<file path="config.mk">
export PLATFORM = sky130hd
export DESIGN_NAME = pulse_catcher_flat
export DESIGN_NICKNAME = d
export VERILOG_FILES = /design/src/rtl/pulse_catcher_pkg.sv /design/src/rtl/pulse_catcher_if.sv /design/src/rtl/pulse_catcher_sync_chain.sv /design/src/rtl/pulse_catcher.sv /design/src/flat_wrapper.sv
export SDC_FILE = /design/constraint.sdc
export NUM_CORES = 1
export LEC_CHECK = 0
export BUFFER_PORTS_ARGS = -buffer_cell sky130_fd_sc_hd__buf_2
export CORE_MARGIN = 1.5
export CORE_UTILIZATION = 58
export DETAILED_ROUTE_END_ITERATION = 10
export PLACE_DENSITY = 0.79
export REMOVE_ABC_BUFFERS = 1
export SLEW_MARGIN = 20
export SYNTH_ARGS = -nofsm -noshare
export SYNTH_HDL_FRONTEND = slang
export SYNTH_SLANG_ARGS = --single-unit
export TNS_END_PERCENT = 10
</file>
<file path="constraint.sdc">
create_clock -name clk -period 2.3 [get_ports clk]
set_clock_uncertainty 0.15 [all_clocks]
set_input_delay 0.115 -clock clk [delete_from_list [all_inputs] [get_ports clk]]
set_output_delay 0.115 -clock clk [all_outputs]
set_load 0.01 [all_outputs]
</file>
<file path="src/rtl/pulse_catcher_pkg.sv">
// Shared types and default constants for the pulse catcher and its bus interface.
package pulse_catcher_pkg;

    typedef enum logic [2:0] {
        IDLE    = 3'd0,
        QUALIFY = 3'd1,
        ACTIVE  = 3'd2,
        STUCK   = 3'd3,
        REARM   = 3'd4
    } state_e;

    localparam int DEF_SYNC_STAGES = 2;
    localparam int DEF_MIN_HIGH    = 4;
    localparam int DEF_MAX_HIGH    = 64;
    localparam int DEF_MIN_LOW     = 2;
    localparam int DEF_CNT_W       = 8;

endpackage

</file>
<file path="src/rtl/pulse_catcher_if.sv">
// Level-pulse input, count clear and status outputs of the pulse catcher.
interface pulse_catcher_if
    import pulse_catcher_pkg::*;
#(
    parameter int CNT_W = DEF_CNT_W
);
    logic             signal;
    logic             countClear;
    logic             pulse;
    logic             stuck;
    logic             busy;
    logic [CNT_W-1:0] pulseCount;

    modport master (
        output signal,
        output countClear,
        input  pulse,
        input  stuck,
        input  busy,
        input  pulseCount
    );

    modport slave (
        input  signal,
        input  countClear,
        output pulse,
        output stuck,
        output busy,
        output pulseCount
    );
endinterface

</file>
<file path="src/rtl/pulse_catcher_sync_chain.sv">
// Generic N-flop synchronizer for asynchronous single-bit inputs, reset to 0.
module sync_chain #(
    parameter int STAGES = 2
) (
    input  logic clk,
    input  logic rst,
    input  logic d_i,
    output logic q_o
);
    logic [STAGES-1:0] chain_q;

    always_ff @(posedge clk or posedge rst) begin
        if (rst) begin
            chain_q <= '0;
        end else begin
            chain_q <= {chain_q[STAGES-2:0], d_i};
        end
    end

    assign q_o = chain_q[STAGES-1];
endmodule

</file>
<file path="src/rtl/pulse_catcher.sv">
// Synchronizes a stretched level pulse, qualifies its width and emits one strobe
// per qualified pulse, with stuck-high detection and a saturating strobe count.
module pulse_catcher
    import pulse_catcher_pkg::*;
#(
    parameter int SYNC_STAGES = DEF_SYNC_STAGES,
    parameter int MIN_HIGH    = DEF_MIN_HIGH,
    parameter int MAX_HIGH    = DEF_MAX_HIGH,
    parameter int MIN_LOW     = DEF_MIN_LOW,
    parameter int CNT_W       = DEF_CNT_W
) (
    input  logic           clk,
    input  logic           reset,
    pulse_catcher_if.slave bus
);
    localparam int HI_W = $clog2(MAX_HIGH + 1);
    localparam int LO_W = $clog2(MIN_LOW + 1);

    localparam logic [HI_W-1:0] HI_ONE  = HI_W'(1);
    localparam logic [HI_W-1:0] HI_QUAL = HI_W'(MIN_HIGH);
    localparam logic [HI_W-1:0] HI_MAX  = HI_W'(MAX_HIGH);
    localparam logic [LO_W-1:0] LO_ONE  = LO_W'(1);
    localparam logic [LO_W-1:0] LO_ARM  = LO_W'(MIN_LOW);

    logic             s;
    state_e           state_q, state_d;
    logic [HI_W-1:0]  hi_q, hi_d, hi_inc;
    logic [LO_W-1:0]  lo_q, lo_d, lo_inc;
    logic             pulse_q, pulse_d;
    logic             stuck_q, stuck_d;
    logic             busy_q;
    logic [CNT_W-1:0] cnt_q, cnt_d;

    sync_chain #(
        .STAGES (SYNC_STAGES)
    ) u_sync (
        .clk (clk),
        .rst (reset),
        .d_i (bus.signal),
        .q_o (s)
    );

    assign hi_inc = hi_q + HI_ONE;
    assign lo_inc = lo_q + LO_ONE;

    always_comb begin
        state_d = state_q;
        hi_d    = hi_q;
        lo_d    = lo_q;
        pulse_d = 1'b0;
        stuck_d = 1'b0;
        unique case (state_q)
            IDLE: begin
                if (s) begin
                    hi_d = HI_ONE;
                    if (MIN_HIGH == 1) begin
                        state_d = ACTIVE;
                        pulse_d = 1'b1;
                    end else begin
                        state_d = QUALIFY;
                    end
                end
            end
            QUALIFY: begin
                if (s) begin
                    hi_d = hi_inc;
                    if (hi_inc == HI_QUAL) begin
                        state_d = ACTIVE;
                        pulse_d = 1'b1;
                    end
                end else begin
                    hi_d    = '0;
                    state_d = IDLE;
                end
            end
            ACTIVE, STUCK: begin
                if (s) begin
                    // hiCount saturates at MAX_HIGH once STUCK is entered
                    if (state_q == STUCK) begin
                        stuck_d = 1'b1;
                    end else begin
                        hi_d = hi_inc;
                        if (hi_inc == HI_MAX) begin
                            state_d = STUCK;
                            stuck_d = 1'b1;
                        end
                    end
                end else begin
                    hi_d = '0;
                    if (MIN_LOW == 1) begin
                        state_d = IDLE;
                    end else begin
                        state_d = REARM;
                        lo_d    = LO_ONE;
                    end
                end
            end
            REARM: begin
                if (!s) begin
                    lo_d = lo_inc;
                    if (lo_inc == LO_ARM) begin
                        state_d = IDLE;
                        lo_d    = '0;
                    end
                end else begin
                    lo_d = '0;
                end
            end
            default: begin
                state_d = IDLE;
                hi_d    = '0;
                lo_d    = '0;
            end
        endcase
    end

    // A clear coincident with a new strobe counts that strobe
    always_comb begin
        cnt_d = cnt_q;
        if (bus.countClear) begin
            cnt_d = pulse_d ? CNT_W'(1) : '0;
        end else if (pulse_d && (cnt_q != '1)) begin
            cnt_d = cnt_q + CNT_W'(1);
        end
    end

    always_ff @(posedge clk or posedge reset) begin
        if (reset) begin
            state_q <= IDLE;
            hi_q    <= '0;
            lo_q    <= '0;
            pulse_q <= 1'b0;
            stuck_q <= 1'b0;
            busy_q  <= 1'b0;
            cnt_q   <= '0;
        end else begin
            state_q <= state_d;
            hi_q    <= hi_d;
            lo_q    <= lo_d;
            pulse_q <= pulse_d;
            stuck_q <= stuck_d;
            busy_q  <= (state_d != IDLE);
            cnt_q   <= cnt_d;
        end
    end

    assign bus.pulse      = pulse_q;
    assign bus.stuck      = stuck_q;
    assign bus.busy       = busy_q;
    assign bus.pulseCount = cnt_q;
endmodule
</file>
<file path="src/flat_wrapper.sv">
// flat-port wrapper written by rule: the top's interface ports become plain ports
module pulse_catcher_flat import pulse_catcher_pkg::*;
#(
    parameter int SYNC_STAGES = DEF_SYNC_STAGES,
    parameter int MIN_HIGH    = DEF_MIN_HIGH,
    parameter int MAX_HIGH    = DEF_MAX_HIGH,
    parameter int MIN_LOW     = DEF_MIN_LOW,
    parameter int CNT_W       = DEF_CNT_W
)
  (clk, reset, bus_signal, bus_countClear, bus_pulse, bus_stuck, bus_busy, bus_pulseCount);
  pulse_catcher_if #(.CNT_W(CNT_W)) bus_i ();
  input  logic clk;
  input  logic reset;
  input wire logic [$bits(bus_i.signal)-1:0] bus_signal;
  input wire logic [$bits(bus_i.countClear)-1:0] bus_countClear;
  output wire logic [$bits(bus_i.pulse)-1:0] bus_pulse;
  output wire logic [$bits(bus_i.stuck)-1:0] bus_stuck;
  output wire logic [$bits(bus_i.busy)-1:0] bus_busy;
  output wire logic [$bits(bus_i.pulseCount)-1:0] bus_pulseCount;
  assign bus_i.signal = bus_signal;
  assign bus_i.countClear = bus_countClear;
  assign bus_pulse = bus_i.pulse;
  assign bus_stuck = bus_i.stuck;
  assign bus_busy = bus_i.busy;
  assign bus_pulseCount = bus_i.pulseCount;
  pulse_catcher #(.SYNC_STAGES(SYNC_STAGES), .MIN_HIGH(MIN_HIGH), .MAX_HIGH(MAX_HIGH), .MIN_LOW(MIN_LOW), .CNT_W(CNT_W)) u_core (.clk(clk), .reset(reset), .bus(bus_i));
endmodule
</file>
Word level (Yosys, flattened, before mapping)
Index checks and enable logic that the tools add are counted.
- output and inout bits: 11
- logic and storage cells: 60
- input port bits: 4
- register bits after elaboration: 25
- equal/unequal tests: 11
- $add $sub $neg: 3
- bitwise logic cells: 2
- muxes and demuxes: 28
- reduce and logical (&&, ||, !) cells: 8
- operators by type and width (operator ; number):
    $mux W7 ; 4
    $pmux W7 S4 ; 1
    $mux W3 ; 8
    $mux W8 ; 2
    $pmux W3 S4 ; 1
    $add A8 B1 Y8 const B ; 1
    $mux W1 ; 8
    $ne A8 B8 Y1 const B ; 1
    $add A7 B1 Y7 const B ; 1
    $eq A7 B3 Y1 const B ; 1
    $eq A7 B7 Y1 const B ; 1
    $eq A3 B2 Y1 const B ; 2
    $mux W2 ; 3
    $pmux W2 S3 ; 1
    $ne A2 B2 Y1 const B ; 2
    $reduce_or A2 Y1 ; 2
    $eq A3 B1 Y1 const B ; 1
    $eq A3 B3 Y1 const B ; 1
    $logic_not A3 Y1 ; 1
    $ne A3 B3 Y1 const B ; 1
    $reduce_and A3 Y1 ; 1
    $reduce_bool A3 Y1 ; 1
    $add A2 B1 Y2 const B ; 1
    $eq A2 B2 Y1 const B ; 1
    other kinds (4) ; 5

Logic depth before layout (Yosys ltp)
Gate-level depths: netlist of run 1.
- depth after elaboration: 8
- gate-level depth with buffers: 7
- depth with buffers taken out: 6

Hierarchy
Synthesis of run 1 repeated with hierarchy kept, for this count alone.
- cell total of the unflattened synthesis: 158
- area total of the unflattened synthesis: 1467.7 µm²
- by module, submodules not included (module ; cells an instance ; area an instance (µm²) ; instances ; sequential area each (µm²)):
    pulse_catcher ; 155 ; 1413.9 ; 1 ; 575.6
    sync_chain ; 3 ; 53.8 ; 1 ; 50.0

Worst setup path before layout of run 1
OpenSTA, ideal clock, no wires.
- path type: register -> register
- start: register u_core.hi_q[0]
- end: register u_core.cnt_q[5], in the netlist u_core.bus.pulseCount[5]
- required time: 2.025 ns
- arrival: 1.765 ns
- period minus slack after synthesis: 2.039 ns
- setup time: 0.125 ns
- slack: 0.261 ns
- path buffers: 0
- cell stages (with the launch flop): 6
- cell sequence: dfrtp_1 > ha_1 > nor2b_1 > nand4b_2 > nor4_1 > mux2_2
- cells in the longest elaborated chain, start to end: 7
- ends and longest elaborated chain (item ; RTL line ; source):
    from (decl) ; pulse_catcher.sv:27 ; logic [HI_W-1:0] hi_q, hi_d, hi_inc;
    from (signal assigned) ; pulse_catcher.sv:138 ; hi_q <= hi_d;
    $add A7 B1 Y7 ; pulse_catcher.sv:43 ; assign hi_inc = hi_q + HI_ONE;
    $eq A7 B3 Y1 ; pulse_catcher.sv:67 ; if (hi_inc == HI_QUAL) begin
    $mux W1 ; pulse_catcher.sv:67 ;
    $mux W1 ; pulse_catcher.sv:65 ; if (s) begin
    $mux W1 ; pulse_catcher.sv:52 ; unique case (state_q)
    $logic_and A1 B1 Y1 ; pulse_catcher.sv:122 ; end else if (pulse_d && (cnt_q != '1)) begin
    $reduce_bool A2 Y1 (no source line) ; -- ;
    to (signal assigned) ; pulse_catcher.sv:143 ; cnt_q <= cnt_d;
    to (decl) ; pulse_catcher.sv:32 ; logic [CNT_W-1:0] cnt_q, cnt_d;
No other way between the ends.
A chain may end at the register's enable or synchronous reset.

Final worst setup path of run 1
- start: register u_core.hi_q[1]
- end: register u_core.cnt_q[5], in the netlist u_core.bus.pulseCount[5]
Same word-level chain as after synthesis.

==> summary.md, run 1 <==
| Metric | Value |
|---|---|
| Status | finished clean |
| Total power | between 1 and 1.5 mW |
| Reg-to-reg endpoint | u_core.bus.pulseCount[5] |
| Critical path capture point type | flop |
| Cell family with most CP delay | simple AND/OR/NAND/NOR gates |
| Post-route setup slack | 135 ps |
| Total CTS buffers | 3 |
| FP Rows | 18 |
| Maxcap violations | 0 |
| Top Ports | 15 |
| Ys flop type | dfrtp_1 |
| Placed instance area | 0.00161 mm² |
| Max Slew Vio Count | 0 |
| GR met3 Demand/Resource | 3.61% |
| Drt first pass iters | 4 |
| Synth Cell Area | 0.00149 mm² |
| Seq/Total Area, Yosys | a little over two fifths |
| Post-Route WL | 3.33 mm |
| Top fanout value on the critical path | 8 |
| EDFF count, synth | 0 |
| Largest net degree at the start of global routing | 26 |
| Total Routing Usage GR | a little over a quarter |
| Worst slew pin tran | about 600 ps |
| Global-route wire length before repair | 5.46 mm |
| Post-Place Setup Slack | 175 ps |
| DR iter-0 viols | between 40 and 50 |
| Leak | 0.726 nW |
| Rel. slew slack | 60.0% |
| Master cell of the clock root buffer | clkbuf_4 |
| Post-synthesis cell count | 162 |
| Vias per inst | 6.52 |
| Startpoint types | flop |
| Clock sinks | 25 |
| CTS Buffer Depth | 2 |
| P per Cell Area | 676 mW/mm² |
| Reg2reg start | u_core.hi_q[1] |
| Fillers | 184 |
| Die area | 0.00288 mm² |
| CTS tree | built |
| Post-CTS Setup Inserts | 0 |
| Core area | ~0.0025 mm² |
| Fin crit period | 2170 ps |
| # DRC | 0 |
| Port-buffer cells | 14 |
| Area of the multi-input gates | 781 µm² |
| Placed wire-length estimate | 2.28 mm |
| Endpoints failing setup | 0 |
| FF-to-FF setup slack | 130 ps |
| Crit path buffers/inverters | 0 |
| Layout cell share with drive strength beyond 1 | 17.3% |
| Worst Path Required | 2400 ps |
| Initial antenna violation count | 0 |
| Ys async rst share | 100% |
| Most frequent cells in the layout | 25 x dfrtp_1, 15 x a21oi_1, 14 x buf_2 |
| Vias in the first global route | 1188 |
| Critical path origin | u_core.hi_q[1] |
| Final Cell Area | 0.00167 mm² |
| Commonest non-fill, non-tap cell in the layout | dfrtp_1 |
| Slowest stage delay, CP | about 430 ps |
| GRT Max-Usage Layer | met2 |
| Grt met1 use | 35.2% |
| Synthesis warning total | 0 |
| DR WL/cell | around 16 µm |
| Number of distinct library cells after synthesis | 48 |
| Die X | 53.7 µm |
| Syn_area_per_cell | 9.21 µm² |
| Reg2reg path depth | 5 |
| RSZ-0062 raised after global routing | no |
| Synthesized flop and latch total | 25 |
| Final ANT Viol Nets | 0 |
| CP Cell Sequence | ha_1, nor2b_1, nand4b_2, nor4_1, mux2_2 |
| Clock transition at path regs | 160 ps |
| Kind of critical path | flop to flop |
| Final worst-path cycle share | a little over nine tenths |
| Crit-path slowest cell | dfrtp_1 |
| Crit path DAT | 2270 ps |
| Final hold viol count | 0 |
| Met2 Track Usage GR | 42.9% |
| Max frequency | 462 MHz |
| Initial Utilization | between 60% and 70% |
| GR Overflow Total | 0 |
| Synthesis-to-finish area growth | 11.9% |
| Max VDD drop | 0.603 mV |
| Die Ht | 53.7 µm |
| Register area | ~630 µm² |
| CTS H-tree depth | 1 |
| Setup_tns | 0 ps |
| Worst Hold Class | input pin to asynchronous set/reset pin |
| Fin nets | 186 |
| Clk Latency, worst-skew pair | 340 ps |
| GPL Wtd Cong | ~0.86 |
| Number of diodes | 0 |
| Final Util | 68.0% |
| Via count | 1363 |
==> cell usage after synthesis, types with 2 or more instances <==
| library cell | instances | share of area [%] |
|---|---|---|
| buf_2 | 5 | 1.7 |
| nor2b_1 | 5 | 2.1 |
| o31ai_1 | 4 | 2.0 |
| nand4_1 | 3 | 1.3 |
| maj3_1 | 3 | 2.0 |
| o22ai_1 | 3 | 1.3 |
| and3_1 | 4 | 1.7 |
| a21oi_1 | 15 | 5.0 |
| o41ai_1 | 2 | 1.2 |
| o211ai_1 | 3 | 1.5 |
| ha_1 | 2 | 1.7 |
| nor2_1 | 8 | 2.0 |
| buf_1 | 2 | 0.50 |
| inv_1 | 5 | 1.3 |
| o311ai_0 | 2 | 1.2 |
| nand3_1 | 8 | 2.7 |
| nand2b_1 | 3 | 1.3 |
| nor3_1 | 5 | 1.7 |
| or4_1 | 6 | 3.0 |
| nand2_1 | 9 | 2.3 |
| nor4_1 | 2 | 0.84 |
| and3b_1 | 2 | 1.2 |
| clkbuf_1 | 6 | 1.5 |
| dfrtp_1 | 25 | 42 |
| nand3b_1 | 2 | 1.0 |
| o21ai_0 | 6 | 2.0 |
==> tightest hold or removal path: cells and delay by family <==
kind                   cells  cell delay (ps)
buffers and inverters      4             1000
==> routing by layer <==
| metal | vias to the layer above | share of wire, % |
|---|---|---|
| li1 | 653 | - |
| met1 | 671 | 47 |
| met2 | 35 | 49 |
| met3 | 4 | 3.0 |
| met4 | 0 | 1.6 |
| met5 | - | 0 |
==> flip-flops by register name, summed over array words and instances, names as in the netlist <==
signal                 flops
u_core.bus.busy            1
u_core.bus.pulse           1
u_core.bus.pulseCount      8
u_core.bus.stuck           1
u_core.hi_q                7
u_core.lo_q                2
u_core.state_q             3
u_core.u_sync.chain_q      2
==> final cells by class <==
class	instances	share of cell area, %
clock buffers	3	1.35
clock inverters	1	0.525
inverters	5	1.12
multi-input cells	118	46.8
flip-flops and latches	25	37.5
well taps	30	2.25
repair buffers	27	10.5
==> worst max-delay path by stage <==
stage                          endpoint  slack (ps)  cells past startpoint
2_1_floorplan  u_core.bus.pulseCount[5]         110                      5
3_3_place_gp   u_core.bus.pulseCount[5]         250                      5
3_5_place_dp   u_core.bus.pulseCount[5]         180                      5
4_1_cts        u_core.bus.pulseCount[5]         140                      5
5_1_grt        u_core.bus.pulseCount[7]          20                      5
6_report       u_core.bus.pulseCount[5]         130                      5
==> metrics by stage <==
stage / hold slack, ps / std cells
final: 196 / 209
after floorplan: -7.68 / 148
after global placement: 21.6 / 202
after detailed placement: 34.2 / 202
after global routing: 247 / 209
after CTS: 203 / 209
==> where the power goes <==
group	leakage [nW]	switching (mW)	internal, mW
clock	0.0183	0.151	0.0712
sequential	0.334	0.0665	0.491
combinational	0.374	0.196	0.151
==> logic make-up after synthesis <==
logic type | share of synthesized area [%]
buffers and inverters | 5.70
AND/OR/NAND/NOR | 26.0
AO/OA/AOI/OAI | 20.6
XOR/XNOR | 0.587
flip-flops | 41.9
multiplexers | 1.43
adder cells (fa/ha/maj) | 3.69
==> repair_timing <==
item	in CTS	in global routing
gates resized for setup	0	0
endpoints found under the hold margin	33	0
hold buffers	3	0
endpoints found under the setup margin	0	0
No activity file was read; power rests on OpenSTA's default activity.
==> inputs of run 2 (changes only) <==
--- a/config.mk
+++ b/config.mk
@@ -6,7 +6,7 @@
 export NUM_CORES = 1
 export LEC_CHECK = 0
 export BUFFER_PORTS_ARGS = -buffer_cell sky130_fd_sc_hd__buf_2
-export CORE_MARGIN = 1.5
+export CORE_MARGIN = 5
 export CORE_UTILIZATION = 58
 export DETAILED_ROUTE_END_ITERATION = 10
 export PLACE_DENSITY = 0.79
==> summary.md, run 2 (synthesized netlist as in run 1, its figures left out) <==
| Metric | Value |
|---|---|
| Synthesis-to-finish area growth | 12.8% |
| Most frequent cells in the layout | 25 x dfrtp_1, 15 x a21oi_1, 14 x buf_2 |
| Crit-path slowest cell | or4_1 |
| Endpoints failing setup | 0 |
| Die X | 60.7 µm |
| CTS tree | built |
| Fin nets | between 150 and 200 |
| Clk Latency, worst-skew pair | about 320 ps |
| Crit path DAT | 2210 ps |
| Worst Hold Class | flop to flop |
| Final ANT Viol Nets | 0 |
| P per Cell Area | 664 mW/mm² |
| Fillers | slightly above 200 |
| Layout cell share with drive strength beyond 1 | 18.4% |
| Port-buffer cells | 14 |
| Fin crit period | 2110 ps |
| Global-route wire length before repair | 6.29 mm |
| Master cell of the clock root buffer | clkbuf_4 |
| FP Rows | 18 |
| Post-CTS Setup Inserts | 0 |
| Crit path buffers/inverters | 0 |
| Max frequency | 474 MHz |
| Vias in the first global route | 1321 |
| Critical path capture point type | flop |
| Vias per inst | 6.61 |
| Top fanout value on the critical path | 10 |
| Die area | 0.00369 mm² |
| Setup_tns | 0 ps |
| Initial Utilization | about three fifths |
| Largest net degree at the start of global routing | 26 |
| Final Util | 67.9% |
| Cell family with most CP delay | simple AND/OR/NAND/NOR gates |
| CTS Buffer Depth | 2 |
| Commonest non-fill, non-tap cell in the layout | dfrtp_1 |
| Rel. slew slack | 55.3% |
| Drt first pass iters | 4 |
| Clock sinks | 25 |
| Kind of critical path | flop to flop |
| Register area | around 630 µm² |
| Clock transition at path regs | roughly 140 ps |
| Die Ht | approximately 60 µm |
| Top Ports | 15 |
| Max Slew Vio Count | 0 |
| Slowest stage delay, CP | 570 ps |
| Total Routing Usage GR | 22.8% |
| CP Cell Sequence | ha_1, nor2b_2, nand4b_4, or4_1, a21oi_1 |
| Worst Path Required | between 2000 and 2500 ps |
| GR Overflow Total | 0 |
| # DRC | 0 |
| Placed wire-length estimate | 2.48 mm |
| Startpoint types | flop |
| CTS H-tree depth | 1 |
| RSZ-0062 raised after global routing | no |
| Via count | 1382 |
| Post-Route WL | 3.57 mm |
| Max FFs per register | 8 |
| Area of the multi-input gates | 798 µm² |
| Max VDD drop | 0.540 mV |
| Initial antenna violation count | 0 |
| Placed cells | 202 |
| DR WL/cell | 17.1 µm |
| Maxcap violations | 0 |
| Core area | 0.00248 mm² |
| Final Non-Filler Cells | around 210 |
| Final hold viol count | 0 |
| Total CTS buffers | 3 |
| Status | finished clean |
| DR iter-0 viols | about 100 |
| GPL Wtd Cong | 0.918 |
| Final worst-path cycle share | 91.7% |
| Worst slew pin tran | 668 ps |
| Leak | slightly above 0.7 nW |
| Number of diodes | 0 |
[run 2: cell count changes in the layout (fill, tap and decap cells not counted), sizes merged]
cell	delta
clkinv	+1
inv	-1
[run 2: through the flow]
| step | worst slack (ps) | hold WS (ps) | cell area, µm² | power (mW) |
|---|---|---|---|---|
| 2_1_floorplan | 115 | -7.68 | 1430 | 0.775 |
| 3_3_place_gp | 213 | 25.9 | 1610 | 0.884 |
| 3_5_place_dp | 118 | 32.3 | 1610 | 0.904 |
| 4_1_cts | 71.5 | 220 | 1670 | 1.11 |
| 5_1_grt | 59.9 | 239 | 1680 | 1.19 |
| 6_report | 192 | 223 | 1680 | 1.12 |
[run 2: final cells by class]
cell class / instances / share of cell area (%)
timing repair buffer: 27 / 10.4
tap: 30 / 2.23
clock inverter: 1 / 0.297
inverter: 5 / 1.12
clock buffer: 3 / 1.34
sequential: 25 / 37.2
multi-input combinational: 118 / 47.4
[run 2: what timing repair did]
| item | CTS | global route |
|---|---|---|
| endpoints found under the setup margin | 0 | 4 |
| endpoints found under the hold margin | 32 | 0 |
| hold buffers | 3 | 0 |
| resized for setup | 0 | 4 |
[run 2: worst paths after layout]
path,startpoint,cells after the start,end,slack (ps)
hold / removal,u_core.u_sync.chain_q[0],0,u_core.u_sync.chain_q[1],220
setup / recovery,u_core.hi_q[1],5,u_core.bus.pulseCount[4],190
setup reg to reg,u_core.hi_q[1],5,u_core.bus.pulseCount[4],190
min in group asynchronous,reset,4,u_core.bus.pulse,230
hold reg to reg,u_core.u_sync.chain_q[0],0,u_core.u_sync.chain_q[1],220
max in group asynchronous,reset,4,u_core.hi_q[6],1530
[run 2: report_power, final]
group	internal, mW	switching, mW	total [mW]
registers	0.491	0.0643	0.556
logic	0.156	0.206	0.361
clock network	0.0650	0.135	0.200
[run 2: metal layers]
metal,part of all wire [%],vias to the layer above,track usage (%)
met5,0,-,0
met4,2.0,0,9.29
met3,6.6,8,2.34
met2,49,65,35.9
met1,42,660,32.1
li1,-,649,-
==> inputs of run 3 (changes only) <==
==> constraint.sdc (replaced) <==
create_clock -name clk -period 1.94 [get_ports clk]
set_clock_uncertainty 0.15 [all_clocks]
set_input_delay 0.097 -clock clk [delete_from_list [all_inputs] [get_ports clk]]
set_output_delay 0.097 -clock clk [all_outputs]
set_load 0.01 [all_outputs]
==> summary.md, run 3 (synthesized netlist as in run 1, its figures left out) <==
| Metric | Value |
|---|---|
| Reg2reg path depth | 4 |
| Final worst-path cycle share | a little over nine tenths |
| Synthesis-to-finish area growth | 18.9% |
| Clock transition at path regs | 160 ps |
| Worst Path Required | slightly above 2000 ps |
| Die X | 60.7 µm |
| Crit. path cell count | 4 |
| RSZ-0062 raised after global routing | yes |
| Die area | roughly 0.0037 mm² |
| Startpoint types | flop |
| Placed cells | 212 |
| Clock sinks | 25 |
| Final Cell Area | 0.00177 mm² |
| # DRC | 0 |
| Max frequency | 529 MHz |
| Internal power | 0.891 mW |
| Crit-path slowest cell | dfrtp_1 |
| Kind of critical path | flop to flop |
| Most frequent cells in the layout | 24 x dfrtp_1, 20 x buf_4, 15 x a21oi_1 |
| CP Cell Sequence | nor4_4, nand4b_4, nor4_2, mux2_2 |
| Min Hold Slack | about 190 ps |
| Cell family with most CP delay | simple AND/OR/NAND/NOR gates |
| CTS tree | built |
| Total CTS buffers | 3 |
| Max Slew Vio Count | 0 |
| FP Rows | 18 |
| Max VDD drop | roughly 0.6 mV |
| Initial antenna violation count | 0 |
| Drt first pass iters | 6 |
| Largest net degree at the start of global routing | 26 |
| Psw | 0.512 mW |
| Final ANT Viol Nets | 0 |
| Crit path buffers/inverters | 0 |
| Die Ht | 60.7 µm |
| Fin crit period | around 1900 ps |
| Sequential share of power | 45.4% |
| DR iter-0 viols | 85 |
| Leak | 0.777 nW |
| Status | finished clean |
| Worst Hold Class | input pin to asynchronous set/reset pin |
| Clock Power Share | 18.4% |
| P per Cell Area | 791 mW/mm² |
| Top Ports | 15 |
| Commonest non-fill, non-tap cell in the layout | dfrtp_1 |
| Core area | 0.00248 mm² |
| Master cell of the clock root buffer | clkbuf_4 |
| Clk Latency, worst-skew pair | 330 ps |
| Via count | 1393 |
| Initial Utilization | 60.2% |
| Endpoints failing setup | 0 |
| Switching Fraction | 36.5% |
| Vias per inst | 6.36 |
| GR Overflow Total | 0 |
| Rel. slew slack | a little under three quarters |
| Port-buffer cells | 14 |
| Crit path DAT | 1980 ps |
| GPL Wtd Cong | 0.935 |
| Critical path capture point type | flop |
| Total Routing Usage GR | 22.4% |
| Max FFs per register | 8 |
| Fin nets | roughly 200 |
| Vias in the first global route | 1359 |
| CTS H-tree depth | 1 |
| Top fanout value on the critical path | 7 |
| Final Non-Filler Cells | 219 |
| CTS Buffer Depth | 2 |
| Global-route wire length before repair | approximately 6.2 mm |
| Placed wire-length estimate | 2.55 mm |
| DR WL/cell | between 15 and 20 µm |
| Slowest stage delay, CP | approximately 440 ps |
| Worst slew pin tran | approximately 420 ps |
| Layout cell share with drive strength beyond 1 | between 20% and 30% |
| Combinational share of power | 36.1% |
| Final hold viol count | 0 |
| Placed instance area | 0.00168 mm² |
| Number of diodes | 0 |
| Maxcap violations | 0 |
| Post-Route WL | 3.63 mm |
| Post-CTS Setup Inserts | 0 |
run 3: cell types whose count changed in the layout (fill, tap and decap cells not counted), sizes merged:
cell | before | now
clkinv | 1 | 0
inv | 5 | 6
buf | 24 | 34
run 3: stage by stage:
stage	worst slack, ps	setup TNS (ps)	util (%)	power, mW
final	50.5	0	71.6	1.40
after global routing	-34.8	-54.9	71.6	1.49
after CTS	1.35	0	70.7	1.39
after detailed placement	-9.38	-9.38	67.9	1.13
after global placement	57.6	0	67.9	1.11
after floorplan	-245	-992	-	0.919
run 3: final timing paths:
check / from / to / slack (ps)
max: u_core.hi_q[3] / u_core.bus.pulseCount[5] / 50
min: reset / u_core.u_sync.chain_q[1] / 190
max reg2reg: u_core.hi_q[3] / u_core.bus.pulseCount[5] / 50
min reg2reg: u_core.u_sync.chain_q[0] / u_core.u_sync.chain_q[1] / 240
max in group asynchronous: reset / u_core.state_q[0] / 1190
min in group clk: u_core.u_sync.chain_q[0] / u_core.u_sync.chain_q[1] / 240
run 3: repair_timing:
| action | 4_1_cts | 5_1_grt |
|---|---|---|
| hold buffers | 3 | 0 |
| gates resized for setup | 1 | 5 |
| setup endpoints to repair | 1 | 8 |
| endpoints found under the hold margin | 33 | 0 |
run 3: worst min-delay path, cell delays in order:
cell and delay [ps]:
dlygate4sd3_1 530, buf_2 120, inv_1 40, buf_4 310
run 3: power by group through the flow:
stage | clock network, mW | logic, mW | registers [mW]
2_1_floorplan | 0 | 0.231 | 0.688
3_3_place_gp | 0 | 0.469 | 0.637
3_5_place_dp | 0 | 0.484 | 0.644
4_1_cts | 0.267 | 0.491 | 0.634
5_1_grt | 0.291 | 0.550 | 0.650
6_report | 0.259 | 0.507 | 0.637
run 3: per-layer routing:
layer	share of wire [%]	GRT usage [%]	vias up
met3	6.5	2.98	4
met4	0.85	9.29	0
met2	49	36.0	51
met5	0	0	-
met1	43	30.3	665
li1	-	-	673
run 3: cell type report:
cell class | instances | area [µm²]
multi-input cells | 118 | 808
repair buffers | 37 | 250
flip-flops and latches | 25 | 627
fillers | 175 | 704
clock inverters | 1 | 8.76
clock buffers | 3 | 22.5
well taps | 30 | 37.5
inverters | 5 | 18.8
